--- config.mk ---
export PLATFORM = sky130hd
export DESIGN_NAME = pool_2_flat
export DESIGN_NICKNAME = d
export VERILOG_FILES = /design/src/rtl/pool_2_if.sv /design/src/rtl/pool_2.sv /design/src/flat_wrapper.sv
export SDC_FILE = /design/constraint.sdc
export NUM_CORES = 1
export LEC_CHECK = 0
export ABC_AREA = 1
export BUFFER_PORTS_ARGS = -buffer_cell sky130_fd_sc_hd__buf_2
export CAP_MARGIN = 20
export CORE_MARGIN = 2
export CORE_UTILIZATION = 30
export CTS_CLUSTER_SIZE = 20
export DETAILED_ROUTE_END_ITERATION = 8
export PLACE_DENSITY = 0.54
export SLEW_MARGIN = 15
export SYNTH_ARGS = -nofsm -noshare
export SYNTH_HDL_FRONTEND = slang
export SYNTH_SLANG_ARGS = --single-unit
--- constraint.sdc ---
create_clock -name clk -period 5.75 [get_ports clk]
set_input_delay 0.575 -clock clk [delete_from_list [all_inputs] [get_ports clk]]
set_output_delay 0.575 -clock clk [all_outputs]
set_load 0.1 [all_outputs]
--- src/rtl/pool_2_if.sv ---
// BRAM-side bus of the second max-pooling stage: a read port into the conv-2
// feature-map memory and a write port into the pooled-map memory.
interface pool_2_if #(
    parameter int DW     = 16,
    parameter int IN_AW  = 11,
    parameter int OUT_AW = 9
);
    logic              in_bram_en;
    logic [IN_AW-1:0]  in_bram_addr;
    logic [DW-1:0]     in_bram_dout;
    logic              out_bram_we;
    logic [OUT_AW-1:0] out_bram_addr;
    logic [DW-1:0]     out_bram_din;

    // Pooling engine side: drives both address ports, consumes read data.
    modport master (
        output in_bram_en, in_bram_addr,
        output out_bram_we, out_bram_addr, out_bram_din,
        input  in_bram_dout
    );

    // Memory side: answers reads, accepts writes.
    modport slave (
        input  in_bram_en, in_bram_addr,
        input  out_bram_we, out_bram_addr, out_bram_din,
        output in_bram_dout
    );
endinterface

--- src/rtl/pool_2.sv ---
// pool_2: 2x2 stride-2 signed max pooling over MAPS maps of IN_DIM x IN_DIM.
// One input read per cycle (window-major, 4 reads per window); the pooled
// value of each window is written one cycle after its fourth sample returns.
module pool_2 #(
    parameter int DW     = 16,
    parameter int MAPS   = 16,
    parameter int IN_DIM = 10,
    parameter int IN_AW  = 11,
    parameter int OUT_AW = 9
) (
    input  logic     clk,
    input  logic     rst,
    input  logic     start,
    pool_2_if.master bram,
    output logic     pool_2_finish
);
    localparam int OUT_DIM = IN_DIM / 2;
    localparam int CW_D    = (OUT_DIM > 1) ? $clog2(OUT_DIM) : 1;
    localparam int CW_M    = (MAPS > 1) ? $clog2(MAPS) : 1;

    typedef enum logic [1:0] {S_IDLE, S_READ, S_DRAIN, S_DONE} state_t;

    state_t r_state, w_state_nxt;

    // Window counters describe the read currently presented on the bus.
    logic [1:0]      r_phase, w_phase_nxt;
    logic [CW_D-1:0] r_j, w_j_nxt;
    logic [CW_D-1:0] r_i, w_i_nxt;
    logic [CW_M-1:0] r_m, w_m_nxt;
    logic            r_drain, w_drain_nxt;
    logic            w_rd_issue;
    logic            w_last;

    // Registered outputs.
    logic              r_rd_en;
    logic [IN_AW-1:0]  r_rd_addr;
    logic              r_we;
    logic [OUT_AW-1:0] r_wr_addr;
    logic [DW-1:0]     r_din;
    logic              r_finish;

    // Datapath state.
    logic                 r_rd_vld;
    logic [1:0]           r_rd_tag;
    logic signed [DW-1:0] r_max;
    logic [OUT_AW-1:0]    r_wr_idx;
    logic signed [DW-1:0] w_dout;
    logic signed [DW-1:0] w_max;

    // Linear input address of sample p of window (m, i, j).
    function automatic logic [IN_AW-1:0] calc_addr(
        input logic [CW_M-1:0] m,
        input logic [CW_D-1:0] i,
        input logic [CW_D-1:0] j,
        input logic [1:0]      p
    );
        int row;
        int col;
        int lin;
        row = 2 * int'(i) + int'(p[1]);
        col = 2 * int'(j) + int'(p[0]);
        lin = int'(m) * IN_DIM * IN_DIM + row * IN_DIM + col;
        return IN_AW'(lin);
    endfunction

    assign w_last = (r_phase == 2'd3) &&
                    (r_j == CW_D'(OUT_DIM - 1)) &&
                    (r_i == CW_D'(OUT_DIM - 1)) &&
                    (r_m == CW_M'(MAPS - 1));

    // State and counter register.
    always_ff @(posedge clk) begin
        // NOTE: sequential state always uses <=, so every register samples
        // the pre-edge values regardless of statement order.
        if (rst) begin
            r_state <= S_IDLE;
            r_phase <= '0;
            r_j     <= '0;
            r_i     <= '0;
            r_m     <= '0;
            r_drain <= 1'b0;
        end else begin
            r_state <= w_state_nxt;
            r_phase <= w_phase_nxt;
            r_j     <= w_j_nxt;
            r_i     <= w_i_nxt;
            r_m     <= w_m_nxt;
            r_drain <= w_drain_nxt;
        end
    end

    // Next-state and read-sequencing logic.
    always_comb begin
        // NOTE: every signal gets a default first, so no path leaves one
        // unassigned and no latch is inferred.
        w_state_nxt = r_state;
        w_phase_nxt = r_phase;
        w_j_nxt     = r_j;
        w_i_nxt     = r_i;
        w_m_nxt     = r_m;
        w_drain_nxt = r_drain;
        w_rd_issue  = 1'b0;

        case (r_state)
            S_IDLE: begin
                if (start) begin
                    w_state_nxt = S_READ;
                    w_phase_nxt = '0;
                    w_j_nxt     = '0;
                    w_i_nxt     = '0;
                    w_m_nxt     = '0;
                    w_rd_issue  = 1'b1;
                end
            end
            S_READ: begin
                if (w_last) begin
                    w_state_nxt = S_DRAIN;
                    w_phase_nxt = '0;
                    w_j_nxt     = '0;
                    w_i_nxt     = '0;
                    w_m_nxt     = '0;
                    w_drain_nxt = 1'b0;
                end else begin
                    w_rd_issue  = 1'b1;
                    w_phase_nxt = r_phase + 2'd1;
                    if (r_phase == 2'd3) begin
                        if (r_j == CW_D'(OUT_DIM - 1)) begin
                            w_j_nxt = '0;
                            if (r_i == CW_D'(OUT_DIM - 1)) begin
                                w_i_nxt = '0;
                                w_m_nxt = r_m + CW_M'(1);
                            end else begin
                                w_i_nxt = r_i + CW_D'(1);
                            end
                        end else begin
                            w_j_nxt = r_j + CW_D'(1);
                        end
                    end
                end
            end
            S_DRAIN: begin
                // Two cycles: last sample returns, then the last write lands.
                if (r_drain) begin
                    w_state_nxt = S_DONE;
                    w_drain_nxt = 1'b0;
                end else begin
                    w_drain_nxt = 1'b1;
                end
            end
            S_DONE: begin
                w_state_nxt = S_IDLE;
            end
            default: begin
                w_state_nxt = S_IDLE;
            end
        endcase
    end

    // Read port and finish pulse, registered from the next-state decode.
    always_ff @(posedge clk) begin
        if (rst) begin
            r_rd_en   <= 1'b0;
            r_rd_addr <= '0;
            r_finish  <= 1'b0;
        end else begin
            r_rd_en  <= w_rd_issue;
            r_finish <= (w_state_nxt == S_DONE);
            if (w_rd_issue) begin
                r_rd_addr <= calc_addr(w_m_nxt, w_i_nxt, w_j_nxt, w_phase_nxt);
            end
        end
    end

    assign w_dout = bram.in_bram_dout;

    // Running maximum: a tag-0 sample opens a new window.
    always_comb begin
        w_max = w_dout;
        if ((r_rd_tag != 2'd0) && (r_max > w_dout)) begin
            w_max = r_max;
        end
    end

    // Phase tag pipeline, max accumulation and pooled-map writes.
    always_ff @(posedge clk) begin
        if (rst) begin
            r_rd_vld  <= 1'b0;
            r_rd_tag  <= '0;
            r_max     <= '0;
            r_we      <= 1'b0;
            r_wr_addr <= '0;
            r_din     <= '0;
            r_wr_idx  <= '0;
        end else begin
            // Read data arrives one cycle after the request, so the tag
            // trails the bus by one cycle to line up with in_bram_dout.
            r_rd_vld <= r_rd_en;
            r_rd_tag <= r_phase;
            r_we     <= 1'b0;
            if ((r_state == S_IDLE) && start) begin
                r_wr_idx <= '0;
            end
            if (r_rd_vld) begin
                r_max <= w_max;
                if (r_rd_tag == 2'd3) begin
                    r_we      <= 1'b1;
                    r_din     <= w_max;
                    r_wr_addr <= r_wr_idx;
                    r_wr_idx  <= r_wr_idx + OUT_AW'(1);
                end
            end
        end
    end

    assign bram.in_bram_en   = r_rd_en;
    assign bram.in_bram_addr = r_rd_addr;
    assign bram.out_bram_we  = r_we;
    assign bram.out_bram_addr = r_wr_addr;
    assign bram.out_bram_din = r_din;
    assign pool_2_finish     = r_finish;

endmodule

--- src/flat_wrapper.sv ---
// flat-port wrapper written by rule: the top's interface ports become plain ports
module pool_2_flat 
#(
    parameter int DW     = 16,
    parameter int MAPS   = 16,
    parameter int IN_DIM = 10,
    parameter int IN_AW  = 11,
    parameter int OUT_AW = 9
)
  (clk, rst, start, pool_2_finish, bram_in_bram_en, bram_in_bram_addr, bram_out_bram_we, bram_out_bram_addr, bram_out_bram_din, bram_in_bram_dout);
  pool_2_if #(.DW(DW), .IN_AW(IN_AW), .OUT_AW(OUT_AW)) bram_i ();
  input  logic clk;
  input  logic rst;
  input  logic start;
  output logic pool_2_finish;
  output wire logic [$bits(bram_i.in_bram_en)-1:0] bram_in_bram_en;
  output wire logic [$bits(bram_i.in_bram_addr)-1:0] bram_in_bram_addr;
  output wire logic [$bits(bram_i.out_bram_we)-1:0] bram_out_bram_we;
  output wire logic [$bits(bram_i.out_bram_addr)-1:0] bram_out_bram_addr;
  output wire logic [$bits(bram_i.out_bram_din)-1:0] bram_out_bram_din;
  input wire logic [$bits(bram_i.in_bram_dout)-1:0] bram_in_bram_dout;
  assign bram_in_bram_en = bram_i.in_bram_en;
  assign bram_in_bram_addr = bram_i.in_bram_addr;
  assign bram_out_bram_we = bram_i.out_bram_we;
  assign bram_out_bram_addr = bram_i.out_bram_addr;
  assign bram_out_bram_din = bram_i.out_bram_din;
  assign bram_i.in_bram_dout = bram_in_bram_dout;
  pool_2 #(.DW(DW), .MAPS(MAPS), .IN_DIM(IN_DIM), .IN_AW(IN_AW), .OUT_AW(OUT_AW)) u_core (.clk(clk), .rst(rst), .start(start), .bram(bram_i), .pool_2_finish(pool_2_finish));
endmodule
## After elaboration in Yosys (flattened, before gate mapping)

Index checks and enable logic that the tools add are counted.

- Register bits: 82
- Input port bits: 19
- Output and inout port bits: 39
- Word-level logic and storage cells: 86

- Add/subtract/negate cells: 9
- $mul: 3
- $lt $le $gt $ge: 1
- Eq/ne operators: 10
- Muxes and demuxes: 35
- Bitwise gates (word level): 1
- Reduce and logical (&&, ||, !) cells: 11

Operators by type and width:

| operator | count |
|---|---|
| multiplier 32 x 4 -> 10 bit, second input constant | 1 |
| multiplier 31 x 4 -> 9 bit, second input constant | 1 |
| two-way mux 3 bit | 9 |
| two-way mux 9 bit | 3 |
| adder 11 bit | 2 |
| two-way mux 4 bit | 5 |
| > comparator 16 bit | 1 |
| two-way mux 16 bit | 1 |
| case mux 3 bit (2 select lines) | 2 |
| adder 4 x 1 -> 5 bit | 2 |
| equality test 2 bit, second input constant | 5 |
| two-way mux 2 bit | 5 |
| adder 9 x 1 -> 9 bit, second input constant | 1 |
| case mux 2 bit (4 select lines) | 1 |
| case mux 4 bit (2 select lines) | 1 |
| multiplier 4 x 3 -> 7 bit, second input constant | 1 |
| adder 3 x 1 -> 3 bit, second input constant | 2 |
| equality test 3 bit, second input constant | 2 |
| logical AND 1 bit | 5 |
| two-way mux 1 bit | 5 |
| adder 4 x 1 -> 4 bit, second input constant | 1 |
| equality test 4 bit, second input constant | 1 |
| case mux 1 bit (2 select lines) | 2 |
| case mux 2 bit (2 select lines) | 1 |
| 8 further kinds | 10 |

## Logic depth before layout (Yosys ltp)

- Depth after elaboration: 10
- Mapped depth: 30
- Depth with buffers taken out: 30

## Worst setup path after synthesis

OpenSTA, ideal clock, no wires.

- Kind: input to register
- From: input port start
- To: register u_core.r_rd_addr[10], in the netlist u_core.bram.in_bram_addr[10]
- Library setup time: 0.109 ns
- Arrival: 4.718 ns
- Data required time: 5.641 ns
- Slack: 0.923 ns
- Cell stages on the path: 22
- Path buffers: 0
- Path through: o21ai_1 inv_1 o21ai_0 ha_1 ha_1 inv_1 fa_1 inv_1 ha_1 fa_1 xor2_1 ha_1 ha_1 nand2_1 o211ai_1 nand2_1 nand2_1 nand2_1 nand3_1 nand3_1 nand2_1 inv_1

- Cells in the longest elaborated chain, start to end: 6
- Elaborated cells between the ends (all ways): 17
- Classes of those cells: 4 x add/sub; 3 x mul; 10 x mux

Ends and longest elaborated chain:

| item | line | source |
|---|---|---|
| from (decl) | flat_wrapper.sv:14 | `input logic start;` |
| two-way mux 4 bit | pool_2.sv:106 | `if (start) begin` |
| case mux 4 bit (2 select lines) | pool_2.sv:104 | `case (r_state)` |
| net u_core.w_m_nxt[0] | pool_2.sv:29 | `logic [CW_M-1:0] r_m, w_m_nxt;` |
| multiplier 4 x 3 -> 7 bit | pool_2.sv:62 | `lin = int'(m) * IN_DIM * IN_DIM + row * IN_DIM + col;` |
| multiplier 31 x 4 -> 9 bit | pool_2.sv:62 |  |
| adder 11 bit (2 in series) | pool_2.sv:62 |  |
| to (signal assigned) | pool_2.sv:169 | `r_rd_addr <= calc_addr(w_m_nxt, w_i_nxt, w_j_nxt, w_phase_nxt);` |
| to (decl) | pool_2.sv:36 | `logic [IN_AW-1:0] r_rd_addr;` |

The timed path passes the listed nets, and every way through them passes these cells.
A chain may end at the register's enable or synchronous reset.

## Worst setup path after layout

- From: register u_core.r_phase[0]
- To: register u_core.r_rd_addr[10], in the netlist u_core.bram.in_bram_addr[10]

- Cells in the longest elaborated chain, start to end: 10
- Elaborated cells between the ends (all ways): 26
- Classes of those cells: 5 x add/sub; 3 x mul; 1 x eq/ne; 14 x mux; 3 x reduce/logical

Ends and longest elaborated chain:

| item | line | source |
|---|---|---|
| from (decl) | pool_2.sv:26 | `logic [1:0] r_phase, w_phase_nxt;` |
| from (signal assigned) | pool_2.sv:84 | `r_phase <= w_phase_nxt;` |
| equality test 2 bit * | pool_2.sv:66, pool_2.sv:126 |  |
| logical AND 1 bit | pool_2.sv:66 | `assign w_last = (r_phase == 2'd3) &&` |
| logical AND 1 bit | pool_2.sv:67 | `(r_j == CW_D'(OUT_DIM - 1)) &&` |
| logical AND 1 bit | pool_2.sv:68 | `(r_i == CW_D'(OUT_DIM - 1)) &&` |
| two-way mux 4 bit * | pool_2.sv:116 | `if (w_last) begin` |
| case mux 4 bit (2 select lines) * | pool_2.sv:104 |  |
| net u_core.w_m_nxt[2] | pool_2.sv:29 |  |
| multiplier 4 x 3 -> 7 bit * | pool_2.sv:62 |  |
| multiplier 31 x 4 -> 9 bit * | pool_2.sv:62 |  |
| adder 11 bit * (2 in series) | pool_2.sv:62 |  |

Mark *: on every way through the listed nets, which the timed path passes. The rest lies on a longest branch.

==> impl_metrics.csv <==
group,metric,value,unit
placed_design,numPortBuffers,57,
synth,ys_top_cells_by_area,"dfxtp_1, ha_1, nand2_1",
cts,cts_buffers,9,
setup_path,ff2ff_path_depth,27,
setup_path,worstPathMaxFanout,9,
sta,setup_tns,0,ps
cells_and_area,drive_gt1_share,13.6,%
setup_path,path_class,"flop to flop",
synth,synthMuxAreaShare,0,%
setup_path,reg2reg_slack,780,ps
flow_run,cap_violations,0,
sta,slew_viol_final,0,
cts,ctsLongestPathBuffers,2,
cts,hold_buffers,0,
grt,grt_pass1_vias,4066,
power_and_ir_drop,p_total,1.38,mW
synth,synthArstFlopShare,0,%
drt,firstDrtPassIters,4,
sta,clock_skew,3.85,ps
cells_and_area,post-route-util,35.2,%
drt,vias,4222,
grt,grt_usage,13.5,%
floorplan,io_pins,58,
synth,synth_edf_count,0,
setup_path,cp-startpoint,"u_core.r_phase[0]",
sta,period_minus_slack,4970,ps
cells_and_area,area_growth_syn_to_layout,15.3,%
cts,clock-sinks,82,
setup_path,cp-end-kind,"flop",
floorplan,initial_core_util,30.5,%
synth,synthAdderAreaFrac,15.6,%
placed_design,post-dp-hpwl,8350,um
synth,ys_top_cells_by_count,"nand2_1, inv_1, dfxtp_1, a21oi_1",
synth,synth_area,5030,um^2
power_and_ir_drop,leakagePower,3.06,nW
setup_path,rr_endpoint,"u_core.bram.in_bram_addr[10]",
synth,synth_warnings,0,
cells_and_area,diodes,0,
min_path,hold_path_class,"flop to flop",
grt,overflow,0,
setup_path,endpoint,"u_core.bram.in_bram_addr[10]",
sta,whs,448,ps
cts,cts-root-buf,"clkbuf_16",
synth,ys_ff_latch,82,
drt,vias_per_cell,4.41,
synth,synthSimpleGateAreaFrac,26.7,%
grt,antenna_found_initial,1,
drt,totalWireLength,11400,um
synth,synth_top_area_share,32.6,%
synth,yosysTopAreaCell,"dfxtp_1",
synth,yosysUniqueCellTypes,42,
cts,clk_transition_reported_paths,60,ps
sta,slew_headroom,34.7,%
sta,rsz0062_at_grt,"no",
setup_path,cp-start-kind,"flop",
sta,final.period_utilization,86.4,%
sta,tightestPinTransition,979,ps
setup_path,required,5980,ps
grt,grt_start_max_net_pins,44,
sta,finalHoldViolCount,0,
floorplan,dieHeight,133,um
floorplan,die-area,17800,um^2
synth,synth_compound_area_share,12.4,%
synth,ys_seq_area_share,32.6,%
grt,grt_pass1_wl,19400,um
power_and_ir_drop,power.density,238,nW/um^2
floorplan,rows,47,
synth,synth_top_family_by_area,"simple AND/OR/NAND/NOR gates",
synth,syn-instance-count,680,
setup_path,timing.rr.start,"u_core.r_phase[0]",
placed_design,routabilityCongestion,0.836,
drt,wl_per_cell,11.9,um
synth,synth_most_common_cell,"nand2_1",
sta,max_freq,201,MHz
cts,cts_max_level,3,
synth,yosys.area_share.xor_xnor,2.09,%
run_status,status,"completed",
setup_path,arrival,5200,ps
cts,cts_tree,"done",
sta,setup_violations,0,
drt,drc,0,
cells_and_area,final_nets,811,
cts,clk-insertion-delay-late,340,ps
drt,ant_nets,0,
floorplan,die_x,133,um
drt,drt-initial-drc-count,183,
synth,yosys_most_used_dff,"dfxtp_1",
cells_and_area,nFillCells,1778,
synth,syn_nets,758,
floorplan,placeableCoreArea,16500,um^2
power_and_ir_drop,ir_drop,0.166,mV
synth,syn_avg_cell_area,7.39,um^2
## kinds of logic after synthesis
logic type,after synthesis
and+or+nand+nor,291
buffers and inverters,130
DFF,82
AOI/OAI and AO/OA,106
adders and majority gates,59
xor gates and xnor gates,12
## layer usage
layer	global-route usage (%)	routed length, um
met2	22.4	5250
met3	4.41	607
met4	2.48	58
met1	17.4	5510
met5	0	7
## cells in the final DEF, fill, tap and decap left out, types with 3 or more instances in the layout
| master | n |
|---|---|
| nand2_1 | 173 |
| inv_1 | 109 |
| dfxtp_1 | 82 |
| a21oi_1 | 57 |
| buf_2 | 57 |
| nand3_1 | 53 |
| ha_1 | 53 |
| nor2_1 | 33 |
| o21ai_0 | 24 |
| nand2_4 | 11 |
| clkbuf_16 | 9 |
| xnor2_1 | 6 |
| nor3_1 | 6 |
| xor2_1 | 6 |
| fa_1 | 6 |
| nand2_2 | 4 |
| o211ai_1 | 4 |
| a21oi_4 | 3 |
| o21ai_1 | 3 |
| nor2_4 | 3 |
| inv_2 | 3 |
| clkbuf_1 | 3 |
## registers in the layout, summed over array words and instances (netlist names), 2 cells and up
register	count
u_core.bram.in_bram_addr	11
u_core.r_rd_tag	2
u_core.r_state	2
u_core.bram.out_bram_addr	9
u_core.bram.out_bram_din	16
u_core.r_m	4
u_core.r_wr_idx	9
u_core.r_max	16
u_core.r_j	3
u_core.r_phase	2
u_core.r_i	3
## worst max-delay path: stages, from the launching register on
cell and delay [ps]:
dfxtp_1 350, ha_1 320, nand3_4 160, nor2_8 170, nand3_1 120, o21ai_1 340
inv_1 120, ha_1 200, ha_1 190, inv_1 70, fa_1 420, inv_1 90
ha_1 260, fa_1 460, xor2_1 180, ha_1 290, ha_1 340, nand2_1 90
inv_1 60, nand4_1 60, o211ai_1 130, nand2_1 80, nand2_1 60, nand2_1 60
nand3_1 90, nand3_1 70, nand2_1 60, inv_1 40
## power breakdown
group,internal (mW),switching (mW)
clock network,0.360,0.226
registers,0.586,0.0135
logic,0.0485,0.143
total,0.994,0.382
## how the worst min path moves through the flow
| stage | from | to | slack (ps) | cells past startpoint |
|---|---|---|---|---|
| 3_5_place_dp | u_core.bram.out_bram_din[13] | u_core.bram.out_bram_din[13] | 440 | 2 |
| 5_1_grt | u_core.bram.out_bram_din[14] | u_core.bram.out_bram_din[14] | 470 | 2 |
| 3_3_place_gp | u_core.bram.out_bram_addr[2] | u_core.bram.out_bram_addr[2] | 430 | 2 |
| 6_report | u_core.bram.out_bram_din[13] | u_core.bram.out_bram_din[13] | 450 | 2 |
| 4_1_cts | u_core.bram.out_bram_din[13] | u_core.bram.out_bram_din[13] | 450 | 2 |
| 2_1_floorplan | u_core.r_drain | u_core.r_drain | 430 | 1 |
## through the flow
step / setup slack (ps) / instances / area [um^2]
after CTS: 573 / 958 / 5800
final: 783 / 958 / 5800
after floorplan: 923 / 680 / 5030
after detailed placement: 601 / 942 / 5500
after global routing: 213 / 958 / 5800
after global placement: 676 / 942 / 5500
## area by class of cell
type	instances	area, um^2	share of cell area, %
clock buffers	14	264	4.56
clock inverters	2	35.0	0.604
inverters	113	424	7.32
multi-input cells	468	2860	49.3
flip-flops and latches	82	1640	28.3
well taps	220	275	4.75
repair buffers	59	300	5.18
## what timing repair did
action / 4_1_cts / 5_1_grt
setup buffers: 0 / 0
endpoints found under the setup margin: 0 / 1
gates resized for setup: 0 / 1
Note: power is estimated with default switching activity, not from simulation.
